<file path="src/rtl/mem_ex_pkg.sv">
// Shared types and helpers for the mem_ex_init storage element.
package mem_ex_pkg;

  typedef enum logic {
    ST_INIT = 1'b0,
    ST_RUN  = 1'b1
  } mem_state_e;

  localparam int DEF_INIT_VAL = 0;

  // Even parity bit over a word of up to 32 bits (callers zero-extend).
  function automatic logic even_par(input logic [31:0] data);
    return ^data;
  endfunction

endpackage

</file>
<file path="src/rtl/mem_ex_init_if.sv">
// Request/response bundle for mem_ex_init; slave is the memory side.
interface mem_ex_init_if #(
  parameter int a_height = 4,
  parameter int d_width  = 4
);
  logic                read;
  logic                wr;
  logic [a_height-1:0] addr;
  logic [d_width-1:0]  din;
  logic                inj;
  logic [d_width-1:0]  out;
  logic                out_valid;
  logic                busy;
  logic                par_err;

  modport slave (
    input  read, wr, addr, din, inj,
    output out, out_valid, busy, par_err
  );

  modport master (
    output read, wr, addr, din, inj,
    input  out, out_valid, busy, par_err
  );
endinterface

</file>
<file path="src/rtl/mem_ex_array.sv">
// Storage array: synchronous write, registered read (old data on a same-address write).
module mem_ex_array #(
  parameter int a_height = 4,
  parameter int width    = 4
) (
  input  logic                clk,
  input  logic                rst,
  input  logic                we,
  input  logic                re,
  input  logic [a_height-1:0] addr,
  input  logic [width-1:0]    wdata,
  output logic [width-1:0]    rdata
);

  logic [width-1:0] mem_q [2**a_height];
  logic [width-1:0] rdata_q;

  always_ff @(posedge clk) begin
    if (we) begin
      mem_q[addr] <= wdata;
    end
  end

  // Only the read register is reset; contents are cleared by the init sequencer.
  always_ff @(posedge clk) begin
    if (rst) begin
      rdata_q <= '0;
    end else if (re) begin
      rdata_q <= mem_q[addr];
    end
  end

  assign rdata = rdata_q;

endmodule

</file>
<file path="src/rtl/mem_ex_init.sv">
// Single-port memory with post-reset clear, registered reads and selectable
// read-during-write policy. Define MEM_EX_PARITY_EN to store and check per-word parity.
module mem_ex_init
  import mem_ex_pkg::*;
#(
  parameter int                 a_height = 4,
  parameter int                 d_width  = 4,
  parameter int                 wr_first = 0,
  parameter logic [d_width-1:0] init_val = d_width'(DEF_INIT_VAL)
) (
  input logic          clk,
  input logic          rst,
  mem_ex_init_if.slave bus
);

`ifdef MEM_EX_PARITY_EN
  localparam int PW = 1;
`else
  localparam int PW = 0;
`endif
  localparam int                  W       = d_width + PW;
  localparam logic [a_height-1:0] CNT_MAX = '1;

  mem_state_e          state_q;
  logic [a_height-1:0] cnt_q;
  logic                busy_q;
  logic                out_valid_q;
  logic                byp_sel_q;
  logic [W-1:0]        byp_q;

  logic [W-1:0]        usr_word;
  logic [W-1:0]        init_word;
  logic [W-1:0]        arr_wdata;
  logic [W-1:0]        arr_rdata;
  logic [W-1:0]        word_sel;
  logic [a_height-1:0] arr_addr;
  logic                arr_we;
  logic                arr_re;

`ifdef MEM_EX_PARITY_EN
  assign usr_word  = {even_par(32'(bus.din)) ^ bus.inj, bus.din};
  assign init_word = {even_par(32'(init_val)), init_val};
`else
  logic unused_inj;
  assign unused_inj = bus.inj;
  assign usr_word   = bus.din;
  assign init_word  = init_val;
`endif

  always_comb begin
    arr_we    = 1'b0;
    arr_addr  = bus.addr;
    arr_wdata = usr_word;
    if (!rst) begin
      if (state_q == ST_INIT) begin
        arr_we    = 1'b1;
        arr_addr  = cnt_q;
        arr_wdata = init_word;
      end else begin
        arr_we = bus.wr;
      end
    end
  end

  assign arr_re = !rst && (state_q == ST_RUN) && bus.read;

  mem_ex_array #(
    .a_height (a_height),
    .width    (W)
  ) u_array (
    .clk   (clk),
    .rst   (rst),
    .we    (arr_we),
    .re    (arr_re),
    .addr  (arr_addr),
    .wdata (arr_wdata),
    .rdata (arr_rdata)
  );

  always_ff @(posedge clk) begin
    if (rst) begin
      state_q     <= ST_INIT;
      cnt_q       <= '0;
      busy_q      <= 1'b1;
      out_valid_q <= 1'b0;
      byp_sel_q   <= 1'b0;
      byp_q       <= '0;
    end else begin
      case (state_q)
        ST_INIT: begin
          out_valid_q <= 1'b0;
          cnt_q       <= cnt_q + 1'b1;
          if (cnt_q == CNT_MAX) begin
            state_q <= ST_RUN;
            busy_q  <= 1'b0;
          end
        end
        default: begin
          out_valid_q <= bus.read;
          // The bypass choice is latched with the read so out holds between reads.
          if (bus.read) begin
            byp_sel_q <= (wr_first != 0) && bus.wr;
            byp_q     <= usr_word;
          end
        end
      endcase
    end
  end

  assign word_sel      = byp_sel_q ? byp_q : arr_rdata;
  assign bus.out       = word_sel[d_width-1:0];
  assign bus.out_valid = out_valid_q;
  assign bus.busy      = busy_q;

`ifdef MEM_EX_PARITY_EN
  assign bus.par_err = out_valid_q &&
                       (even_par(32'(word_sel[d_width-1:0])) != word_sel[W-1]);
`else
  assign bus.par_err = 1'b0;
`endif

endmodule

</file>
<file path="src/flat_wrapper.sv">
// flat-port wrapper written by rule: the top's interface ports become plain ports
module mem_ex_init_flat import mem_ex_pkg::*;
#(
  parameter int                 a_height = 4,
  parameter int                 d_width  = 4,
  parameter int                 wr_first = 0,
  parameter logic [d_width-1:0] init_val = d_width'(DEF_INIT_VAL)
)
  (clk, rst, bus_read, bus_wr, bus_addr, bus_din, bus_inj, bus_out, bus_out_valid, bus_busy, bus_par_err);
  mem_ex_init_if #(.a_height(a_height), .d_width(d_width)) bus_i ();
  input logic clk;
  input logic rst;
  input wire logic [$bits(bus_i.read)-1:0] bus_read;
  input wire logic [$bits(bus_i.wr)-1:0] bus_wr;
  input wire logic [$bits(bus_i.addr)-1:0] bus_addr;
  input wire logic [$bits(bus_i.din)-1:0] bus_din;
  input wire logic [$bits(bus_i.inj)-1:0] bus_inj;
  output wire logic [$bits(bus_i.out)-1:0] bus_out;
  output wire logic [$bits(bus_i.out_valid)-1:0] bus_out_valid;
  output wire logic [$bits(bus_i.busy)-1:0] bus_busy;
  output wire logic [$bits(bus_i.par_err)-1:0] bus_par_err;
  assign bus_i.read = bus_read;
  assign bus_i.wr = bus_wr;
  assign bus_i.addr = bus_addr;
  assign bus_i.din = bus_din;
  assign bus_i.inj = bus_inj;
  assign bus_out = bus_i.out;
  assign bus_out_valid = bus_i.out_valid;
  assign bus_busy = bus_i.busy;
  assign bus_par_err = bus_i.par_err;
  mem_ex_init #(.a_height(a_height), .d_width(d_width), .wr_first(wr_first), .init_val(init_val)) u_core (.clk(clk), .rst(rst), .bus(bus_i));
endmodule
</file>
<file path="config.mk">
export PLATFORM = sky130hd
export DESIGN_NAME = mem_ex_init_flat
export DESIGN_NICKNAME = d
export VERILOG_FILES = /design/src/rtl/mem_ex_pkg.sv /design/src/rtl/mem_ex_init_if.sv /design/src/rtl/mem_ex_array.sv /design/src/rtl/mem_ex_init.sv /design/src/flat_wrapper.sv
export SDC_FILE = /design/constraint.sdc
export NUM_CORES = 1
export LEC_CHECK = 0
export BUFFER_PORTS_ARGS = -buffer_cell sky130_fd_sc_hd__buf_4
export CAP_MARGIN = 20
export CORE_UTILIZATION = 40
export DETAILED_ROUTE_END_ITERATION = 16
export MAX_ROUTING_LAYER = met4
export PLACE_DENSITY = 0.59
export SETUP_SLACK_MARGIN = 0.15
export SYNTH_ARGS = -nofsm -noshare
export SYNTH_HDL_FRONTEND = slang
export SYNTH_SLANG_ARGS = --single-unit
</file>
<file path="constraint.sdc">
create_clock -name clk -period 4.35 [get_ports clk]
set_clock_uncertainty 0.05 [all_clocks]
set_input_delay 0.435 -clock clk [delete_from_list [all_inputs] [get_ports clk]]
set_output_delay 0.435 -clock clk [all_outputs]
set_load 0.05 [all_outputs]
</file>
; ---- Word-level counts from Yosys, hierarchy flattened
; Memory sizes are Yosys's and may differ from the RTL's. A register that Yosys moved wholly into a read port is not among the register bits.
; Cells that the tools add are included.
[totals]
regBits = 7
mem_bits_rw = 64
inputBits = 13
output_inout_bits = 7
elab_cells = 23
n_memories = 1
[mem_list]
columns = name, depth, word_bits, read_ports, rd_ports_with_merged_regs, write_ports, line
row1 = u_core.u_array.mem_q, 16, 4, 1, 1, 1, mem_ex_array.sv:15  ; logic [width-1:0] mem_q [2**a_height];
[classes]
addsub = 1
n_eq_ne = 1
mux = 10
bitwise = 1
reduce_logical = 5
[op_table]
columns = operator, count
row1 = two-way mux 4 bit, 4
row2 = two-way mux 1 bit, 6
row3 = "adder 4 x 1 -> 4 bit, second input constant", 1
row4 = "equality test 4 bit, second input constant", 1
row5 = logical AND 1 bit, 2
row6 = AND reduction 2 bit, 1
row7 = OR reduction 2 bit, 1
row8 = zero test 1 bit, 1
row9 = NOT 1 bit, 1

; ---- Depth between registers and ports, before layout
; Gate-level depths: netlist of the first run.
[depth]
depth_word = 4
ltp_mapped = 9
mapped_depth_nobuf = 6

; ---- Hierarchy
; From an unflattened synthesis of the first run, not the netlist that was laid out.
[hier_totals]
hier_cells = 191
area_unflattened_um2 = 3116.7
[modules_own_cells]
columns = module, n_inst, cells_each, area_each_um2, seq_area_each_um2
row1 = mem_ex_array, 1, 152, 2698.8, 2001.9
row2 = mem_ex_init, 1, 39, 417.9, 140.1

; ---- Worst setup path before layout of the first run
; Ideal clock, no wire load.
[synth_path]
kind = input to register
start = in rst
end = reg u_core.u_array.rdata_q[1] (netlist: u_core.u_array.rdata[1]) (read register of u_core.u_array.mem_q)
setup_ns = 0.126
t_arrival_ns = 2.051
required_ns = 4.174
setup_slack_ns = 2.123
path_stages = 8
path_buffers = 3
cell_sequence = buf_6 -> or2_1 -> buf_6 -> mux2i_1 -> buf_4 -> mux4_2 -> a22oi_1 -> nand3_1
[synth_between]
elab_chain_len = 3
elab_cells_between_ends = 4
cone_classes = mux: 1 / reduce/logical: 3
[synth_rtl]
columns = item, line
row1 = from (decl), flat_wrapper.sv:12  ; input logic rst;
row2 = zero test 1 bit, mem_ex_init.sv:65  ; assign arr_re = !rst && (state_q == ST_RUN) && bus.read;
row3 = logical AND 1 bit (2 in series), mem_ex_init.sv:65
row4 = to (decl), mem_ex_array.sv:16  ; logic [width-1:0] rdata_q;
; Parallel ways exist; a longest one is shown, timed or not.
; A chain may end at the register's enable or synchronous reset.

; ---- Worst setup path after layout of the first run
[layout_path]
start = reg u_core.state_q
end = reg u_core.u_array.rdata_q[0] (netlist: u_core.u_array.rdata[0]) (read register of u_core.u_array.mem_q)
[layout_between]
elab_chain_len = 2
elab_cells_between_ends = 4
cone_classes = mux: 2 / reduce/logical: 2
[layout_rtl]
columns = item, line
row1 = from (decl), mem_ex_init.sv:24  ; mem_state_e state_q;
row2 = from (signal assigned), mem_ex_init.sv:82  ; state_q <= ST_INIT;
row3 = from (signal assigned), mem_ex_init.sv:94  ; state_q <= ST_RUN;
row4 = two-way mux 4 bit / logical AND 1 bit (equally long branches), "mem_ex_init.sv:55, mem_ex_init.sv:65"
row5 = two-way mux 4 bit / logical AND 1 bit (equally long branches), "mem_ex_init.sv:54, mem_ex_init.sv:65"
; Parallel ways exist; a longest one is shown, timed or not.

==> impl_results.md, run 1 <==
* Status: complete, no violations
* Max stage delay on crit path at 670 ps
* Clk sinks at 75
* Crit Path Class: flip-flop to flip-flop
* Register area at 0.002142 mm2
* DRC violations left at 0
* Final setup TNS at 0 ps
* Max Root-Sink Buffers at 2
* Die H at between 90 and 100 um
* Die width at about 91 um
* Pre-CTS WS at roughly 1200 ps
* Area of the core at 0.007408 mm2
* Cells after Synth at 210
* H-tree levels at 3
* Initial Util at 0.4244
* EDFF count, synth at 64
* Initial drt markers at 109
* CTS tree: done
* Synth-to-Final Area Change at 10.47%
* Hpwl dp at slightly above 4000 um
* Setup crit start: u_core.state_q
* Initial antenna violation count at 0
* Pin count of the biggest net entering global routing at 19
* Hold Violations, Final at 0
* Synthesized area at 0.003144 mm2
* Clk root buf: clkbuf_8
* Post-CTS sizing at 0
* Vias/cell at 5.186
* Postcts setup bufs at 0
* Die ar. at approximately 0.0082 mm2
* Fraction of the yosys area taken by sequential cells at 0.6813
* DR pass1 iterations at 4
* Worst vdd ir at 210.6 uV
* Post-Syn Nets at 224
* Synthesis Warnings at 0
* Row count at 31
* RSZ-0062 raised after global routing: no
* Hold WS at 335.8 ps
* Family with the most delay on the worst path: multiplexers
* Non-Filler Instances at 333
* All-Layer GR Usage at 0.1656
* Buf+Inv Stages, Crit Path at 1
* Synth Register Bits at 75
* Post-route cell area at 0.003473 mm2
* Reg2reg end: u_core.u_array.rdata[0]
* DP Area at between 0.003 and 0.004 mm2
* Post-CTS Hold Buffers at 0
* Multi-input gate area at 910.9 um2
* Period utilization at 0.7166
* GPL Wtd Cong at 0.8234
* Max Clk Rate at 320.8 MHz
* Layout net count at 245
* Critical path required time at 4530 ps
* Diode count at 0
* Leak at 1.216 nW
* Antenna Nets Post-Route at 0
* First-pass GRT wire length at 9549 um
* Crit path max fanout at 18
* Worst setup slack after layout at 1233 ps
* CP Capture Point: u_core.u_array.rdata[0]
* Via Count at 1727
* Total CTS buffers at 9
* CP cell instances: or2_1, mux2i_4, buf_4, mux2_2, a22oi_1, nand4_1, a22o_1
* Post-synthesis async set-or-reset flop share at 0
* Reg2Reg Setup Slack at between 1000 and 1500 ps
* Startpoint types: flip-flop
* Critical Path Stages at 7
* Hold Crit Class: input port to flip-flop
* Clock latency at the later pin of the worst-skew pair at ~350 ps
* Cell variety after synth at 40
* Synth Area per Inst at 14.97 um2
* IO buf count at 17
* Max-slew violation count at 0
* Layout cells sized above 1 at 0.1667
* Critical R2R Launch: u_core.state_q
* Crit end category: flip-flop
* Slew margin rel. at 0.5659
* Crit path DAT at 3300 ps
* Inst Count DP at 319
* PD cells at just under 400 mW/mm2
* Routed WL per cell at 18.08 um
* Vias in the first global route at 1740
* Crit path time final at 3117 ps
* Crit path max-delay cell type: dfxtp_1
* Filler Cells Inserted at 669
* Total wire length at 6020 um
* Worst reg2reg path depth at 7
* IO Pins at 20
* Global route overflow at 0
* Final count of negative-setup-slack endpoints at 0
* Max cap viols at 0
* Worst-path clk slew at about 70 ps
* Slew at the pin with the worst max-slew slack at 651.2 ps
* Post-synth top flop: edfxtp_1
-- stage by stage --
stage,power (W),utilization
detailed placement,0.0009353,0.4496
global placement,0.0009340,0.4496
floorplan,0.0009051,-
CTS,0.001354,0.4688
global route,0.001384,0.4688
finish,0.001341,0.4688
-- synth_stat cells, drive strengths merged (2+ instances only) --
master,number,area share
inv,3,0.0036
nand2,10,0.012
a22oi,5,0.012
mux2i,19,0.064
xor2,2,0.0056
nand2b,3,0.0060
and2,4,0.0080
edfxtp,64,0.61
a31oi,5,0.0099
o22a,2,0.0056
nor2,29,0.035
dfxtp,11,0.070
o21ai,3,0.0048
nor4b,2,0.0056
buf,6,0.022
mux2,5,0.018
nand3,5,0.0080
a21oi,2,0.0032
o22ai,6,0.012
clkbuf,3,0.0036
mux4,6,0.044
-- report_power, final --
| group | switching (W) | internal, W |
|---|---|---|
| clock | 0.000223 | 0.000200 |
| sequential | 0.00000654 | 0.000793 |
| combinational | 0.0000706 | 0.0000481 |
| total | 0.000300 | 0.00104 |
-- logic make-up after synthesis --
group           synth area share
flops                     0.6813
simple gates             0.09193
mux                       0.1265
compound gates           0.05771
buf+inv                  0.02905
xor+xnor                0.008358
fa+ha+maj               0.003979
other cells             0.001193
-- sequential cells by signal, summed over array words and instances (netlist names) --
signal and flops:
u_core.bus.busy 1, u_core.u_array.mem_q 64, u_core.cnt_q 4, u_core.bus.out_valid 1
u_core.state_q 1, u_core.u_array.rdata 4
-- worst register-to-register path, delay by kind of cell (launching register included) --
kind                   cells  cell delay [ps]
multiplexers               2              940
flip-flops                 1              670
AND/OR/NAND/NOR            2              570
buffers and inverters      1              400
AO/OA/AOI/OAI              2              380
-- worst min path at each step --
stage / startpoint / endpoint / slack (ps) / cells past startpoint
after detailed placement: u_core.bus.busy / u_core.bus.busy / 400 / 1
after global placement: u_core.bus.busy / u_core.bus.busy / 390 / 1
after global routing: rst / u_core.cnt_q[0] / 350 / 2
final: rst / u_core.state_q / 340 / 2
after CTS: rst / u_core.state_q / 320 / 2
after floorplan: u_core.cnt_q[3] / u_core.bus.busy / 480 / 2
-- layout by cell type, fill, tap and decap left out, types with 4 or more instances in the layout --
master    instances
a31oi_1           5
edfxtp_1         64
dfxtp_1          11
nand2_1          10
mux2i_1          18
mux4_2            5
o22ai_1           6
mux2_2            5
nand3_1           5
clkbuf_8          9
buf_4            19
nor2_1           29
clkbuf_1          4
and2_1            4
a22oi_1           5
-- per-layer routing --
layer / vias to the layer above / share of wire / global-route usage
li1: 842 / - / -
met1: 848 / 0.48 / 0.2161
met2: 24 / 0.46 / 0.2424
met3: 13 / 0.034 / 0.04377
met4: 0 / 0.020 / 0.07527
met5: - / 0 / -
-- cell type report --
type                    count  area share
clock buffers              13     0.03999
well taps                  99     0.03566
repair buffers             19     0.04107
multi-input cells         123      0.2622
clock inverters             1    0.001081
inverters                   3    0.003242
flip-flops and latches     75      0.6167
No activity file was read; power rests on OpenSTA's default activity.
==> inputs of run 2 (changes only) <==
- clock period: 4.35 -> 3.25 ns (I/O delays scaled with it)
==> run 2 against run 1 <==
  * Core utilization increased by 0.71 points
  * Cell area grew 1.5%
  * Maximum frequency grew 36%
  * Worst hold slack worse by 91 ps
  * Count of clock-buffer cells in the layout decreased by 1
  * Critical endpoint is now u_core.u_array.rdata[2]
  * Global-route usage down 0.30 points
  * Die area unchanged
==> impl_results.md, run 2 (same netlist as run 1, synthesis figures left out) <==
* Max Clk Rate at 435.7 MHz (was 320.8 MHz)
* DRC violations left at 0 (unchanged)
* Total CTS buffers at 9 (unchanged)
* Family with the most delay on the worst path: multiplexers (unchanged)
* GPL Wtd Cong at 0.7855 (was 0.8234)
* Startpoint types: flip-flop (unchanged)
* Buf+Inv Stages, Crit Path at 1 (unchanged)
* Row count at 31 (unchanged)
* Post-CTS sizing at 0 (unchanged)
* Via Count at 1768 (was 1727)
* Hpwl dp at 3932 um (was 4046 um)
* Clock latency at the later pin of the worst-skew pair at 330 ps (was 350 ps)
* Area of the core at 0.007408 mm2 (unchanged)
* IO Pins at 20 (unchanged)
* Total wire length at 5981 um (was 6020 um)
* Largest register FFs at 64 (unchanged)
* Period utilization at 0.7061 (was 0.7166)
* Crit Path Class: flip-flop to flip-flop (unchanged)
* PD cells at 534.3 mW/mm2 (was 386.1 mW/mm2)
* Post-CTS Hold Buffers at 0 (unchanged)
* Most common cell after layout, fill and taps aside: edfxtp_1 (unchanged)
* Max stage delay on crit path at 600 ps (was 670 ps)
* Status: complete, no violations (unchanged)
* Worst setup slack after layout at 955.0 ps (was 1233 ps)
* Max cap viols at 0 (unchanged)
* Crit path max fanout at 12 (was 18)
* Diode count at 0 (unchanged)
* Clk root buf: clkbuf_8 (unchanged)
* Initial drt markers at 117 (was 109)
* Worst-path clk slew at 70 ps (about the same)
* Slew margin rel. at 0.5781 (was 0.5659)
* Largest register by flop count: u_core.u_array.mem_q (unchanged)
* Pin count of the biggest net entering global routing at 27 (was 19)
* DR pass1 iterations at 4 (unchanged)
* Slew at the pin with the worst max-slew slack at 627.1 ps (was 651.2 ps)
* Hold Violations, Final at 0 (unchanged)
* Commonest non-fill, non-tap cells in the layout: 64 x edfxtp_1, 29 x nor2_1, 19 x buf_4, 18 x mux2i_1, 11 x dfxtp_1 (unchanged)
* Initial Util at 0.4244 (unchanged)
* All-Layer GR Usage at 0.1626 (was 0.1656)
* Crit path DAT at 2450 ps (was 3300 ps)
* Crit path max-delay cell type: mux4_1 (was dfxtp_1)
* Die H at 90.66 um (unchanged)
* Crit path time final at 2295 ps (was 3117 ps)
* H-tree levels at 3 (unchanged)
* Leak at 1.246 nW (was 1.216 nW)
* Die width at 90.66 um (unchanged)
* Vias/cell at 5.278 (was 5.186)
* Final setup TNS at 0 ps (unchanged)
* Layout net count at 246 (was 245)
* Global route overflow at 0 (unchanged)
* Initial antenna violation count at 0 (unchanged)
* Filler Cells Inserted at 629 (was 669)
* CP cell instances: or2_1, mux2i_1, buf_4, mux4_1, a22oi_1, nand3_1 (was or2_1, mux2i_4, buf_4, mux2_2, a22oi_1, nand4_1, a22o_1)
* Pre-CTS WS at 695.5 ps (was 1227 ps)
* Max-slew violation count at 0 (unchanged)
* Layout cells sized above 1 at 0.1822 (was 0.1667)
* Synth-to-Final Area Change at 12.14% (was 10.47%)
* Vias in the first global route at 1684 (was 1740)
* Antenna Nets Post-Route at 0 (unchanged)
* Max Root-Sink Buffers at 2 (unchanged)
* Hold Crit Class: input port to flip-flop (unchanged)
* Worst vdd ir at 390.4 uV (was 210.6 uV)
* Critical path required time at 3410 ps (was 4530 ps)
* CTS tree: done (unchanged)
* Crit end category: flip-flop (unchanged)
* Routed WL per cell at 17.85 um (was 18.08 um)
* Die ar. at 0.008219 mm2 (unchanged)
* RSZ-0062 raised after global routing: no (unchanged)
* Final count of negative-setup-slack endpoints at 0 (unchanged)
* Postcts setup bufs at 0 (unchanged)
* Clk sinks at 75 (unchanged)
* IO buf count at 17 (unchanged)
* First-pass GRT wire length at 9328 um (was 9549 um)
==> run 2: power breakdown <==
part,switching (W),internal (W)
Sequential,0.00000875,0.00106
Clock,0.000301,0.000349
Combinational,0.0000967,0.0000678
Total,0.000406,0.00148
==> run 2: worst register-to-register path, delay by kind of cell (launching register included) <==
family	cells	cell delay (ps)
multiplexers	2	840
flip-flops	1	330
buffers and inverters	1	260
AO/OA/AOI/OAI	1	220
AND/OR/NAND/NOR	2	470
==> run 2: per-layer routing <==
layer,vias up,GRT usage,share of wire
li1,843,-,-
met1,881,0.2123,0.47
met2,36,0.2393,0.48
met3,8,0.05556,0.037
met4,0,0.04973,0.014
met5,-,-,0
==> run 2: layout make-up <==
| cell class | count | area (um2) | area share |
|---|---|---|---|
| clock buffer | 12 | 135.1 | 0.03833 |
| clock inverter | 3 | 40.04 | 0.01136 |
| inverter | 3 | 11.26 | 0.003194 |
| multi-input combinational | 123 | 910.9 | 0.2583 |
| sequential | 75 | 2142 | 0.6075 |
| tap | 99 | 123.9 | 0.03513 |
| timing repair buffer | 20 | 162.7 | 0.04613 |
==> run 2: worst paths after layout <==
path / startpoint / endpoint / slack (ps) / cells after the start
max reg2reg: u_core.state_q / u_core.u_array.rdata[2] / 960 / 6
max: u_core.state_q / u_core.u_array.rdata[2] / 960 / 6
min: rst / u_core.cnt_q[3] / 240 / 2
min reg2reg: u_core.bus.busy / u_core.bus.busy / 410 / 1
==> run 2: per-stage QoR <==
stage,utilization,area (um2),total power [W],hold slack [ps],cells
after floorplan,-,3144,0.001212,477.5,210
after global placement,0.4523,3351,0.001254,386.6,320
after detailed placement,0.4523,3351,0.001256,401.3,320
after CTS,0.4759,3526,0.001900,224.0,335
after global routing,0.4759,3526,0.001958,239.2,335
final,0.4759,3526,0.001884,244.6,335
==> inputs of run 3 (changes only) <==
- PLACE_DENSITY: 0.59 -> 0.62
- clock period: 3.25 -> 2 ns (I/O delays scaled with it)
==> run 3 against run 2 <==
  * Worst hold slack lost 45 ps
  * Cell count grew 10%
  * First-iteration DRC count shrank 33%
  * Critical endpoint unchanged
  * Highest routed layer unchanged
  * Core utilization grew 5.9 points
  * Largest cell class unchanged
  * Critical path type unchanged
==> impl_results.md, run 3 (same netlist as run 1, synthesis figures left out) <==
* Status: complete, no violations (unchanged)
* Layout cells sized above 1 at 0.3653 (was 0.1822)
* Max Clk Rate at 517.6 MHz (was 435.7 MHz)
* Final setup TNS at 0 ps (unchanged)
* Final count of negative-setup-slack endpoints at 0 (unchanged)
* Leak at 1.482 nW (was 1.246 nW)
* All-Layer GR Usage at 0.1711 (was 0.1626)
* Initial Util at 0.4244 (unchanged)
* H-tree levels at 3 (unchanged)
* CP Capture Point: u_core.u_array.rdata[2] (unchanged)
* M1 GR Usage at 0.2027 (was 0.2123)
* Pre-CTS WS at -85.59 ps (was 695.5 ps)
* Layout net count at 280 (was 246)
* Worst reg2reg path depth at 7 (was 6)
* Most common cell after layout, fill and taps aside: edfxtp_1 (unchanged)
* Via Count at 1915 (was 1768)
* IO buf count at 17 (unchanged)
* Worst setup slack after layout at 68.09 ps (was 955.0 ps)
* Clk pwr share at 0.396 (was 0.345)
* Initial drt markers at 78 (was 117)
* Hpwl dp at 4373 um (was 3932 um)
* Critical path required time at 2160 ps (was 3410 ps)
* PD cells at 870.3 mW/mm2 (was 534.3 mW/mm2)
* Hold Violations, Final at 0 (unchanged)
* Worst vdd ir at 338.2 uV (was 390.4 uV)
* Row count at 31 (unchanged)
* Routed WL per cell at 17.03 um (was 17.85 um)
* Area of the core at 0.007408 mm2 (unchanged)
* First-pass GRT wire length at 10180 um (was 9328 um)
* Synth-to-Final Area Change at 26.06% (was 12.14%)
* Reg2Reg Setup Slack at 70 ps (was 960 ps)
* Met2 Usage GRT at 0.2835 (was 0.2393)
* Crit end category: flip-flop (unchanged)
* GR Util met3 at 0.05051 (was 0.05556)
* Layer with the highest usage: met2 (unchanged)
* DRC violations left at 0 (unchanged)
* Crit path max fanout at 16 (was 12)
* Internal power at 0.002722 W (was 0.001478 W)
* Clk sinks at 75 (unchanged)
* HP Start: bus_read (was rst)
* RSZ-0062 raised after global routing: yes (was no)
* Crit path time final at 1932 ps (was 2295 ps)
* Setup crit start: u_core.state_q (unchanged)
* Post-CTS Hold Buffers at 0 (unchanged)
* Hold Crit Class: input port to flip-flop (unchanged)
* GPL Wtd Cong at 0.8233 (was 0.7855)
* Die width at 90.66 um (unchanged)
* Total CTS buffers at 9 (unchanged)
* Global route overflow at 0 (unchanged)
* Critical R2R Launch: u_core.state_q (unchanged)
* Slew margin rel. at 0.5023 (was 0.5781)
* Largest register by flop count: u_core.u_array.mem_q (unchanged)
* Vias in the first global route at 1979 (was 1684)
* Clock latency at the later pin of the worst-skew pair at 340 ps (was 330 ps)
* CTS tree: done (unchanged)
* Total wire length at 6300 um (was 5981 um)
* Slew at the pin with the worst max-slew slack at 739.7 ps (was 627.1 ps)
* Max Root-Sink Buffers at 2 (unchanged)
* Initial antenna violation count at 0 (unchanged)
* Vias/cell at 5.176 (was 5.278)
* Diode count at 0 (unchanged)
* Hold WS at 199.8 ps (was 244.6 ps)
* DR pass1 iterations at 4 (unchanged)
* Startpoint types: flip-flop (unchanged)
* Sequential share of power at 0.504 (was 0.568)
* Worst-path clk slew at 70 ps (about the same)
* Period utilization at 0.9660 (was 0.7061)
* Filler Cells Inserted at 612 (was 629)
* Final Util at 0.5350 (was 0.4759)
* Reg2reg end: u_core.u_array.rdata[2] (unchanged)
* Crit path DAT at 2100 ps (was 2450 ps)
* Max-slew violation count at 0 (unchanged)
* Die ar. at 0.008219 mm2 (unchanged)
* Largest register FFs at 64 (unchanged)
* Max cap viols at 0 (unchanged)
* Antenna Nets Post-Route at 0 (unchanged)
* Gate power share at 0.100 (was 0.087)
* IO Pins at 20 (unchanged)
* Commonest non-fill, non-tap cells in the layout: 64 x edfxtp_1, 50 x buf_4, 29 x nor2_1, 17 x mux2i_1, 10 x dfxtp_1 (was 64 x edfxtp_1, 29 x nor2_1, 19 x buf_4, 18 x mux2i_1, 11 x dfxtp_1)
* Switching Share at 0.2108 (was 0.2156)
* Clk root buf: clkbuf_8 (unchanged)
* Sw Pwr at 0.0007272 W (was 0.0004061 W)
* Crit Path Class: flip-flop to flip-flop (unchanged)
* Pin count of the biggest net entering global routing at 18 (was 27)
* Die H at 90.66 um (unchanged)
==> run 3: changes by cell type in the layout (fill, tap and decap cells not counted), moves of 4 or more <==
| cell | change |
|---|---|
| nand2_2 | +4 |
| mux2_4 | +5 |
| a22oi_2 | +4 |
| buf_4 | +31 |
| mux2_2 | -5 |
| nand2_1 | -4 |
| a22oi_1 | -4 |
==> run 3: worst min-delay path by stage <==
stage                      endpoint  slack, ps  depth (start not counted)
6_report       u_core.bus.out_valid        200                          3
3_5_place_dp        u_core.bus.busy        400                          1
3_3_place_gp        u_core.bus.busy        390                          1
4_1_cts        u_core.bus.out_valid        180                          3
5_1_grt        u_core.bus.out_valid        200                          3
2_1_floorplan  u_core.bus.out_valid        360                          2
==> run 3: critical path, cell delays in order (launching register included) <==
cell	delay, ps
dfxtp_2	320
or2_4	270
mux2i_4	230
buf_12	200
mux2i_1	240
o22ai_2	120
o21ai_0	260
nand3_1	110
==> run 3: power by group through the flow <==
stage	Sequential (W)	Combinational [W]	Clock (W)
2_1_floorplan	0.00177	0.000212	0
3_3_place_gp	0.00177	0.000307	0
3_5_place_dp	0.00177	0.000310	0
4_1_cts	0.00174	0.000335	0.00141
5_1_grt	0.00174	0.000373	0.00146
6_report	0.00174	0.000346	0.00137
==> run 3: area by class of cell <==
cell class / count / area, um2 / share of cell area
clock inverters: 6 / 111.4 / 0.02809
well taps: 99 / 123.9 / 0.03125
multi-input cells: 123 / 1017 / 0.2566
clock buffers: 10 / 127.6 / 0.03220
flip-flops and latches: 75 / 2143 / 0.5407
repair buffers: 54 / 429.2 / 0.1083
inverters: 3 / 11.26 / 0.002841
==> run 3: metrics by stage <==
step,power (W),instance area (um2),instances
2_1_floorplan,0.001979,3181,210
3_3_place_gp,0.002079,3605,350
3_5_place_dp,0.002084,3605,350
4_1_cts,0.003483,3905,368
5_1_grt,0.003572,3964,370
6_report,0.003450,3964,370
==> run 3: metal layers <==
layer / vias up / part of all wire
li1: 914 / -
met3: 10 / 0.042
met4: 0 / 0.015
met2: 42 / 0.51
met5: - / 0
met1: 949 / 0.43
==> run 3: timing repair <==
action,in CTS,in global routing
pin swaps,4,1
endpoints found under the setup margin,68,59
gates resized for setup,15,9
buffers inserted,2,2
hold endpoints to repair,0,0
